## src/rtl/vpg_pkg.sv

```systemverilog
// Shared constants for the video pattern generator path: mode codes,
// default mode count and the mode-selector state encoding.
package vpg_pkg;

   localparam int VPG_MODE_W    = 4;
   localparam int VPG_NUM_MODES = 10;

   localparam logic [3:0] FHD_1920x1080p60 = 4'd0;
   localparam logic [3:0] HD_1280x720p60   = 4'd1;
   localparam logic [3:0] SXGA_1280x1024p60 = 4'd2;
   localparam logic [3:0] XGA_1024x768p60  = 4'd3;
   localparam logic [3:0] SVGA_800x600p60  = 4'd4;
   localparam logic [3:0] VGA_640x480p60   = 4'd5;

   typedef enum logic [1:0] {
      S_PWRUP = 2'd0,
      S_IDLE  = 2'd1,
      S_REQ   = 2'd2
   } vpg_state_e;

endpackage

```

## src/rtl/vpg_mode_sel_if.sv

```systemverilog
// Key, load and request/acknowledge signals between the host side and the
// mode selector.
interface vpg_mode_sel_if #(
   parameter int MODE_W = 4
);
   logic              mode_up;
   logic              mode_down;
   logic              mode_load;
   logic [MODE_W-1:0] mode_load_value;
   logic              mode_ack;
   logic              vpg_mode_change;
   logic [MODE_W-1:0] vpg_mode;
   logic              pending;

   modport master (
      output mode_up, mode_down, mode_load, mode_load_value, mode_ack,
      input  vpg_mode_change, vpg_mode, pending
   );

   modport slave (
      input  mode_up, mode_down, mode_load, mode_load_value, mode_ack,
      output vpg_mode_change, vpg_mode, pending
   );
endinterface

```

## src/rtl/vpg_key_debounce.sv

```systemverilog
// Single-key debouncer: a new level is accepted after DEBOUNCE_TICKS
// consecutive differing samples; a release (0->1) yields a one-tick event.
module vpg_key_debounce #(
   parameter int DEBOUNCE_TICKS = 4
) (
   input  logic clk,
   input  logic reset_n,
   input  logic clk_en,
   input  logic key_in,
   output logic key_level,
   output logic release_evt
);
   localparam int CNT_W = $clog2(DEBOUNCE_TICKS + 1);

   logic [CNT_W-1:0] cnt_r;
   logic             level_r;
   logic             evt_r;

   // Run-length counter of samples differing from the accepted level.
   always_ff @(posedge clk or negedge reset_n) begin
      if (!reset_n) begin
         cnt_r   <= '0;
         level_r <= 1'b1;
         evt_r   <= 1'b0;
      end else if (clk_en) begin
         if (key_in != level_r) begin
            if (cnt_r == CNT_W'(DEBOUNCE_TICKS - 1)) begin
               level_r <= key_in;
               cnt_r   <= '0;
               evt_r   <= (key_in == 1'b1);
            end else begin
               cnt_r <= cnt_r + CNT_W'(1);
               evt_r <= 1'b0;
            end
         end else begin
            cnt_r <= '0;
            evt_r <= 1'b0;
         end
      end
   end

   assign key_level   = level_r;
   assign release_evt = evt_r;

endmodule

```

## src/rtl/vpg_mode_sel.sv

```systemverilog
// Video-mode selector: debounced up/down keys and direct loads produce a
// mode-change request held until the downstream reconfiguration acknowledges it.
module vpg_mode_sel
   import vpg_pkg::*;
#(
   parameter int MODE_W         = VPG_MODE_W,
   parameter int NUM_MODES      = VPG_NUM_MODES,
   parameter int DEFAULT_MODE   = int'(FHD_1920x1080p60),
   parameter int DEBOUNCE_TICKS = 4,
   parameter int POWERUP_TICKS  = 9
) (
   input  logic           clk,
   input  logic           reset_n,
   input  logic           clk_en,
   vpg_mode_sel_if.slave  bus
);
   localparam int                PWR_W     = $clog2(POWERUP_TICKS + 1);
   localparam logic [MODE_W-1:0] LAST_MODE = MODE_W'(NUM_MODES - 1);
   localparam logic [MODE_W-1:0] DEF_MODE  = MODE_W'(DEFAULT_MODE);

   function automatic logic [MODE_W-1:0] step_up(input logic [MODE_W-1:0] m);
      if (m >= LAST_MODE) step_up = '0;
      else                step_up = m + MODE_W'(1);
   endfunction

   function automatic logic [MODE_W-1:0] step_down(input logic [MODE_W-1:0] m);
      if (m == '0) step_down = LAST_MODE;
      else         step_down = m - MODE_W'(1);
   endfunction

   vpg_state_e        state_r;
   logic [PWR_W-1:0]  pwr_cnt_r;
   logic [MODE_W-1:0] mode_r;
   logic [MODE_W-1:0] queued_r;
   logic              change_r;
   logic              pending_r;

   logic up_rel_s, up_lvl_s, down_rel_s, down_lvl_s;
   logic up_evt_s, down_evt_s, load_ok_s, evt_valid_s;
   logic [MODE_W-1:0] base_s, target_s;

   vpg_key_debounce #(.DEBOUNCE_TICKS(DEBOUNCE_TICKS)) u_db_up (
      .clk(clk), .reset_n(reset_n), .clk_en(clk_en),
      .key_in(bus.mode_up), .key_level(up_lvl_s), .release_evt(up_rel_s)
   );

   vpg_key_debounce #(.DEBOUNCE_TICKS(DEBOUNCE_TICKS)) u_db_down (
      .clk(clk), .reset_n(reset_n), .clk_en(clk_en),
      .key_in(bus.mode_down), .key_level(down_lvl_s), .release_evt(down_rel_s)
   );

   assign up_evt_s   = up_rel_s & up_lvl_s;
   assign down_evt_s = down_rel_s & down_lvl_s;
   assign load_ok_s  = (32'(bus.mode_load_value) < 32'(NUM_MODES));

   // Target mode; a load (even an illegal one) masks the keys, and steps
   // start from the queued target so repeated presses accumulate.
   always_comb begin
      base_s      = pending_r ? queued_r : mode_r;
      evt_valid_s = 1'b0;
      target_s    = base_s;
      if (bus.mode_load) begin
         evt_valid_s = load_ok_s;
         target_s    = bus.mode_load_value;
      end else if (up_evt_s && !down_evt_s) begin
         evt_valid_s = 1'b1;
         target_s    = step_up(base_s);
      end else if (down_evt_s && !up_evt_s) begin
         evt_valid_s = 1'b1;
         target_s    = step_down(base_s);
      end else begin
         evt_valid_s = 1'b0;
         target_s    = base_s;
      end
   end

   // Request state machine with registered outputs.
   always_ff @(posedge clk or negedge reset_n) begin
      if (!reset_n) begin
         state_r   <= S_PWRUP;
         pwr_cnt_r <= '0;
         mode_r    <= DEF_MODE;
         queued_r  <= DEF_MODE;
         change_r  <= 1'b0;
         pending_r <= 1'b0;
      end else if (clk_en) begin
         case (state_r)
            S_PWRUP: begin
               pwr_cnt_r <= pwr_cnt_r + PWR_W'(1);
               if (pwr_cnt_r == PWR_W'(POWERUP_TICKS - 1)) begin
                  state_r  <= S_REQ;
                  mode_r   <= DEF_MODE;
                  change_r <= 1'b1;
               end
            end
            S_IDLE: begin
               if (evt_valid_s) begin
                  state_r  <= S_REQ;
                  mode_r   <= target_s;
                  change_r <= 1'b1;
               end
            end
            S_REQ: begin
               // A same-tick event is queued and immediately consumed by the ack.
               if (bus.mode_ack) begin
                  pending_r <= 1'b0;
                  if (evt_valid_s) begin
                     mode_r <= target_s;
                  end else if (pending_r) begin
                     mode_r <= queued_r;
                  end else begin
                     change_r <= 1'b0;
                     state_r  <= S_IDLE;
                  end
               end else if (evt_valid_s) begin
                  queued_r  <= target_s;
                  pending_r <= 1'b1;
               end
            end
            default: begin
               state_r   <= S_PWRUP;
               pwr_cnt_r <= '0;
               change_r  <= 1'b0;
               pending_r <= 1'b0;
            end
         endcase
      end
   end

   assign bus.vpg_mode_change = change_r;
   assign bus.vpg_mode        = mode_r;
   assign bus.pending         = pending_r;

endmodule

```

## src/flat_wrapper.sv

```systemverilog
// flat-port wrapper written by rule: the top's interface ports become plain ports
module vpg_mode_sel_flat import vpg_pkg::*;
#(
   parameter int MODE_W         = VPG_MODE_W,
   parameter int NUM_MODES      = VPG_NUM_MODES,
   parameter int DEFAULT_MODE   = int'(FHD_1920x1080p60),
   parameter int DEBOUNCE_TICKS = 4,
   parameter int POWERUP_TICKS  = 9
)
  (clk, reset_n, clk_en, bus_mode_up, bus_mode_down, bus_mode_load, bus_mode_load_value, bus_mode_ack, bus_vpg_mode_change, bus_vpg_mode, bus_pending);
  vpg_mode_sel_if #(.MODE_W(MODE_W)) bus_i ();
  input  logic clk;
  input  logic reset_n;
  input  logic clk_en;
  input wire logic [$bits(bus_i.mode_up)-1:0] bus_mode_up;
  input wire logic [$bits(bus_i.mode_down)-1:0] bus_mode_down;
  input wire logic [$bits(bus_i.mode_load)-1:0] bus_mode_load;
  input wire logic [$bits(bus_i.mode_load_value)-1:0] bus_mode_load_value;
  input wire logic [$bits(bus_i.mode_ack)-1:0] bus_mode_ack;
  output wire logic [$bits(bus_i.vpg_mode_change)-1:0] bus_vpg_mode_change;
  output wire logic [$bits(bus_i.vpg_mode)-1:0] bus_vpg_mode;
  output wire logic [$bits(bus_i.pending)-1:0] bus_pending;
  assign bus_i.mode_up = bus_mode_up;
  assign bus_i.mode_down = bus_mode_down;
  assign bus_i.mode_load = bus_mode_load;
  assign bus_i.mode_load_value = bus_mode_load_value;
  assign bus_i.mode_ack = bus_mode_ack;
  assign bus_vpg_mode_change = bus_i.vpg_mode_change;
  assign bus_vpg_mode = bus_i.vpg_mode;
  assign bus_pending = bus_i.pending;
  vpg_mode_sel #(.MODE_W(MODE_W), .NUM_MODES(NUM_MODES), .DEFAULT_MODE(DEFAULT_MODE), .DEBOUNCE_TICKS(DEBOUNCE_TICKS), .POWERUP_TICKS(POWERUP_TICKS)) u_core (.clk(clk), .reset_n(reset_n), .clk_en(clk_en), .bus(bus_i));
endmodule
```

## config.mk

```make
export PLATFORM = sky130hd
export DESIGN_NAME = vpg_mode_sel_flat
export DESIGN_NICKNAME = d
export VERILOG_FILES = /design/src/rtl/vpg_pkg.sv /design/src/rtl/vpg_mode_sel_if.sv /design/src/rtl/vpg_key_debounce.sv /design/src/rtl/vpg_mode_sel.sv /design/src/flat_wrapper.sv
export SDC_FILE = /design/constraint.sdc
export NUM_CORES = 1
export LEC_CHECK = 0
export CAP_MARGIN = 20
export CORE_MARGIN = 5
export CORE_UTILIZATION = 50
export DETAILED_ROUTE_END_ITERATION = 7
export GPL_ROUTABILITY_DRIVEN = 0
export PLACE_DENSITY = 0.75
export SLEW_MARGIN = 20
export SYNTH_ARGS = -nofsm -noshare
export SYNTH_HDL_FRONTEND = slang
export SYNTH_HIERARCHICAL = 1
export SYNTH_SLANG_ARGS = --single-unit
```

## constraint.sdc

```tcl
create_clock -name clk -period 5 [get_ports clk]
set_input_delay 0.5 -clock clk [delete_from_list [all_inputs] [get_ports clk]]
set_output_delay 0.5 -clock clk [all_outputs]
set_load 0.05 [all_outputs]
```

==> results of run 1 <==
==> how the worst max path moves through the flow <==
stage / startpoint / endpoint / slack (ns) / depth (start not counted)
floorplan: u_core/bus.pending / u_core/bus.vpg_mode[2] / 2.36 / 8
global placement: u_core/bus.pending / u_core/bus.vpg_mode[2] / 2.25 / 7
detailed placement: u_core/bus.pending / u_core/bus.vpg_mode[2] / 2.24 / 7
CTS: u_core/bus.pending / u_core/bus.vpg_mode[2] / 2.22 / 7
global route: u_core/bus.pending / u_core/bus.vpg_mode[2] / 1.98 / 7
finish: u_core/bus.pending / u_core/bus.vpg_mode[2] / 2.19 / 7
==> metrics by stage <==
stage	util [%]	instances	power, mW	hold WS, ns	worst slack, ns
floorplan	-	193	0.856	0.204	2.36
global placement	56.6	256	1.00	0.487	2.25
detailed placement	56.6	256	1.01	0.481	2.24
CTS	58.6	260	1.19	0.500	2.22
global route	58.6	260	1.28	0.519	1.98
finish	58.6	260	1.18	0.496	2.19
==> report_power, final <==
| group | leakage [nW] | total (mW) | switching, mW | internal, mW |
|---|---|---|---|---|
| clock network | 0.0357 | 0.175 | 0.0683 | 0.107 |
| registers | 0.337 | 0.396 | 0.0970 | 0.299 |
| logic | 0.567 | 0.612 | 0.348 | 0.264 |
| total | 0.939 | 1.18 | 0.513 | 0.671 |
==> synthesized netlist by cell type (3+ instances only) <==
master | count | area share, %
dfrtp_1 | 24 | 33
nand2_1 | 22 | 4.5
inv_1 | 17 | 3.5
ha_1 | 15 | 10
o21ai_1 | 10 | 2.7
nand2b_1 | 8 | 2.7
nor2_1 | 7 | 1.4
nor2b_1 | 7 | 2.4
a21oi_1 | 6 | 1.6
mux2i_1 | 6 | 3.3
nand4_1 | 4 | 1.4
o211ai_1 | 4 | 1.6
a31oi_1 | 3 | 1.0
mux2_4 | 3 | 2.5
nand3_1 | 3 | 0.82
o21ai_0 | 3 | 0.82
o31ai_1 | 3 | 1.2
==> worst max-delay path: cells and delay by family (launching register included) <==
family	cells	cell delay [ns]
AO/OA/AOI/OAI	3	0.65
adder cells (fa/ha/maj)	1	0.25
flip-flops	1	0.66
multiplexers	1	0.58
AND/OR/NAND/NOR	2	0.54
==> sequential cells by signal, indices dropped and copies added (netlist names), 2 cells and up <==
name / cells
u_core/bus.vpg_mode: 4
u_core/pwr_cnt_r: 4
u_core/state_r: 2
u_core/u_db_up/cnt_r: 3
u_core/queued_r: 4
u_core/u_db_down/cnt_r: 3
==> metal layers <==
layer  track usage [%]  wire length, um  share of wire, %
met5                 0                0                 0
met4              3.19               20              0.54
met3              2.45              142               3.8
met2              26.9             1770                48
met1              21.5             1780                48
==> logic make-up after synthesis <==
group	share of synthesized area (%)
multiplexers	8.21
buffers and inverters	4.72
AO/OA/AOI/OAI	19.7
adder cells (fa/ha/maj)	10.3
flip-flops	35.7
AND/OR/NAND/NOR	19.9
XOR/XNOR	1.44
==> cell type report <==
cell class | count | area [um^2]
Timing Repair Buffer | 17 | 168
Clock inverter | 1 | 30.0
Fill cell | 322 | 1490
Sequential cell | 26 | 653
Tap cell | 48 | 60.1
Inverter | 19 | 71.3
Multi-Input combinational cell | 146 | 1090
Clock buffer | 3 | 41.3
==> out/results.ini, run 1 <==
[sta]
setup_viol = 0
finalSetupTns_ns = 0
grt_setup_unrepaired = false
fin_worst_skew_ns = 0.00888
slew_headroom_pct = 57.3
worstMarginPinSlew_ns = 0.638
hold_viol = 0
fin_crit_ns = 2.81
post-route-period-util_pct = 56.2
clock.fmax_mhz = 356
slew_viol_final = 0

[critical_path]
cp.arrival_ns = 2.96
slowest_delay_ns = 0.66
r2r_slack_ns = 2.19
crit_path_top_delay_cell = dfrtp_1
worst-endpoint-required_ns = 5.15
r2r_end = u_core/bus.vpg_mode[2]
critPathKind = register to register
end_kind = register
path_cells = mux2i_1, ha_1, nor4bb_4, or4_1, a21oi_1, a311oi_1, o211ai_1
start_kind = register
reg2reg_from = u_core/bus.pending
critPathMaxFanout = 12
rr_worst_depth = 7

[logic_synthesis]
ys_warn_count = 6
synth_edf_count = 0
synth-seq-cells = 26
ys_types = 54
ys_seq_area_share_pct = 35.7
ys.flop_type = dfrtp_1
synth_nets = 219
async_flop_share_pct = 100
syn_inst = 193
syn_area_mm2 = 0.00183
syn_area_per_cell_um2 = 9.47

[clock_network]
worstSkewPairLatency_ns = 0.27
cts_tree = yes
cts-resized-gates = 0
cts_buffers = 3
clock-sinks = 26
root_buffer = clkbuf_8
post-cts-setup-buffers = 0
clock_path_buffers = 2
htreeDepth = 1
clk_pin_slew_ns = 0.10
cts.hold.buffers_added = 0

[layout]
fin_area_mm2 = 0.00211
diodes = 0
areaGrowthSynthToFinish_pct = 15.5
final_cell_mix = dfrtp_1 (24), nand2_1 (22), inv_1 (17), clkdlybuf4s50_1 (16), ha_1 (15)
mostFrequentLayoutCell = dfrtp_1
layout.nets = 239
drive_above_1_share_pct = 8.49

[floorplanning]
start_util_pct = 50.7
die_y_um = 70.5
io-pin-count = 17
die_x_um = 70.5
core-area_mm2 = 0.00361
rows = 22
dieArea_mm2 = 0.00497

[hold_path]
hold_class = register to register
min_from = u_core/pwr_cnt_r[3]
holdPathEnd = u_core/pwr_cnt_r[3]
whs_path_depth = 1

[grt]
antenna_found_initial = 0
grt_max_degree = 27
grt_pass1_wl_mm = 6.56
overflow = 0
grt_use_total_pct = 15.9
grt_pass1_vias = 1435

[place]
hpwl_mm = 2.79
portBuffers = 16
postPlaceCellArea_mm2 = 0.00204

[routing]
num_vias = 1480
wl_per_cell_um = 14.3
drt_wl_total_mm = 3.72
drt_iter0_markers = 130
ant_nets = 0
vias_per_cell = 5.69
drc = 0
first_pass_iters = 4

[power]
peakVddDrop_uv = 280
p_leak_nw = 0.939
power_density_mw_per_mm2 = 561

[run]
maxCapViolCount = 0

[status]
status = finished clean

Note: power is estimated with default switching activity, not from simulation.
==> inputs of run 2 (changes only) <==
==> constraint.sdc (replaced) <==
create_clock -name clk -period 2.6 [get_ports clk]
set_input_delay 0.26 -clock clk [delete_from_list [all_inputs] [get_ports clk]]
set_output_delay 0.26 -clock clk [all_outputs]
set_load 0.05 [all_outputs]
==> run 2 against run 1 <==
Critical path depth did not move. Utilization rose by 0.83 points. Clock skew fell by 0.0015 ns. Register-to-register slack got worse by 1.9 ns. Worst hold slack got worse by 0.15 ns. Wire length rose by 2.1%. Final area rose by 1.4%. Non-clock buffer count rose by 6. Clock-buffer cell count rose by 1. Worst setup slack got worse by 1.9 ns. Clock power rose by 50%. Via count rose by 0.54%. Critical path type unchanged. Largest cell class unchanged. Highest routed layer unchanged.
==> out/results.ini, run 2 (synthesized netlist as in run 1, its figures left out) <==
[critical_path]
worst-endpoint-required_ns = 2.74
critPathKind = register to register
path_cells = mux2i_1, ha_1, nor4bb_4, or4_1, a21oi_1, a311oi_1, o211ai_1
crit_path_top_delay_cell = dfrtp_2
end_kind = register
path_buf_inv = 0
start_kind = register
crit_family = compound AO/OA/AOI/OAI gates
slowest_delay_ns = 0.53
critPathMaxFanout = 12
cp.arrival_ns = 2.48

[floorplanning]
dieArea_mm2 = 0.00497
start_util_pct = 50.7
rows = 22
io-pin-count = 17
die_x_um = 70.5
die_y_um = 70.5
core-area_mm2 = 0.00361

[sta]
grt_setup_unrepaired = false
worstMarginPinSlew_ns = 0.503
clock.fmax_mhz = 428
setup_viol = 0
setup_ws_ns = 0.264
hold_viol = 0
fin_worst_skew_ns = 0.00737
slew_headroom_pct = 66.1
whs_ns = 0.350
slew_viol_final = 0
fin_crit_ns = 2.34
post-route-period-util_pct = 89.9
finalSetupTns_ns = 0

[clock_network]
cts.hold.buffers_added = 0
clk_pin_slew_ns = 0.09
cts_buffers = 3
worstSkewPairLatency_ns = 0.27
post-cts-setup-buffers = 0
clock-sinks = 26
htreeDepth = 1
cts_tree = yes
root_buffer = clkbuf_8
cts-resized-gates = 0
clock_path_buffers = 2

[power]
p_leak_nw = 0.958
peakVddDrop_uv = 451
power_density_mw_per_mm2 = 1040

[routing]
vias_per_cell = 5.59
first_pass_iters = 4
drt_wl_total_mm = 3.79
ant_nets = 0
drc = 0
drt_iter0_markers = 99
num_vias = 1488
wl_per_cell_um = 14.3

[layout]
final_cell_mix = dfrtp_1 (23), nand2_1 (22), inv_1 (17), clkdlybuf4s50_1 (16), ha_1 (15)
finalNonFillerCells = 266
areaGrowthSynthToFinish_pct = 17.2
postLayoutCoreUtil_pct = 59.4
drive_above_1_share_pct = 11.5
layout.nets = 245
diodes = 0
mostFrequentLayoutCell = dfrtp_1

[grt]
overflow = 0
grt_use_total_pct = 16.6
grt_max_degree = 27
grt_pass1_wl_mm = 6.78
antenna_found_initial = 0
grt_pass1_vias = 1393

[run]
maxCapViolCount = 0

[place]
portBuffers = 16
dp_cells = 262
dp_slack_ns = 0.304
hpwl_mm = 2.90

[status]
status = finished clean

[hold_path]
hold_class = input pin to asynchronous set/reset pin

[run 2: cell types whose count changed in the layout (fill, tap and decap cells not counted), sizes merged]
cell / change
buf: +6
bufinv: -1
clkbuf: +1
[run 2: per-stage QoR]
stage | total power [mW] | area (um^2)
final | 2.24 | 2140
after global routing | 2.44 | 2140
after CTS | 2.25 | 2140
after detailed placement | 1.98 | 2090
after global placement | 1.96 | 2090
after floorplan | 1.65 | 1830
[run 2: layout make-up]
class / count / area, um^2
inverter: 19 / 71.3
clock buffer: 4 / 55.1
timing repair buffer: 23 / 213
tap: 48 / 60.1
sequential: 26 / 654
fill: 326 / 1460
multi-input combinational: 146 / 1090
[run 2: power by group]
group	internal, mW	switching (mW)
Sequential	0.577	0.178
Combinational	0.536	0.684
Clock	0.135	0.128
[run 2: worst register-to-register path, delay by kind of cell, from the launching register on]
family	cells	cell delay, ns
AO/OA/AOI/OAI	3	0.63
AND/OR/NAND/NOR	2	0.56
flip-flops	1	0.53
multiplexers	1	0.29
adder cells (fa/ha/maj)	1	0.20
[run 2: worst paths after layout]
kind                       slack [ns]                          to                 from  cells past startpoint
max in group asynchronous        1.95  u_core/u_db_down/key_level              reset_n                      2
min in group clk                 0.49         u_core/pwr_cnt_r[3]  u_core/pwr_cnt_r[3]                      1
setup / recovery                 0.26      u_core/bus.vpg_mode[2]   u_core/bus.pending                      7
hold / removal                   0.35          u_core/queued_r[3]              reset_n                      2
setup reg to reg                 0.26      u_core/bus.vpg_mode[2]   u_core/bus.pending                      7
hold reg to reg                  0.49         u_core/pwr_cnt_r[3]  u_core/pwr_cnt_r[3]                      1
[run 2: routing by layer]
metal	vias up	routed length (um)	track usage [%]
met4	0	25	4.47
met2	34	1780	26.0
met3	2	164	3.02
met5	-	0	0
li1	753	-	-
met1	699	1820	23.4
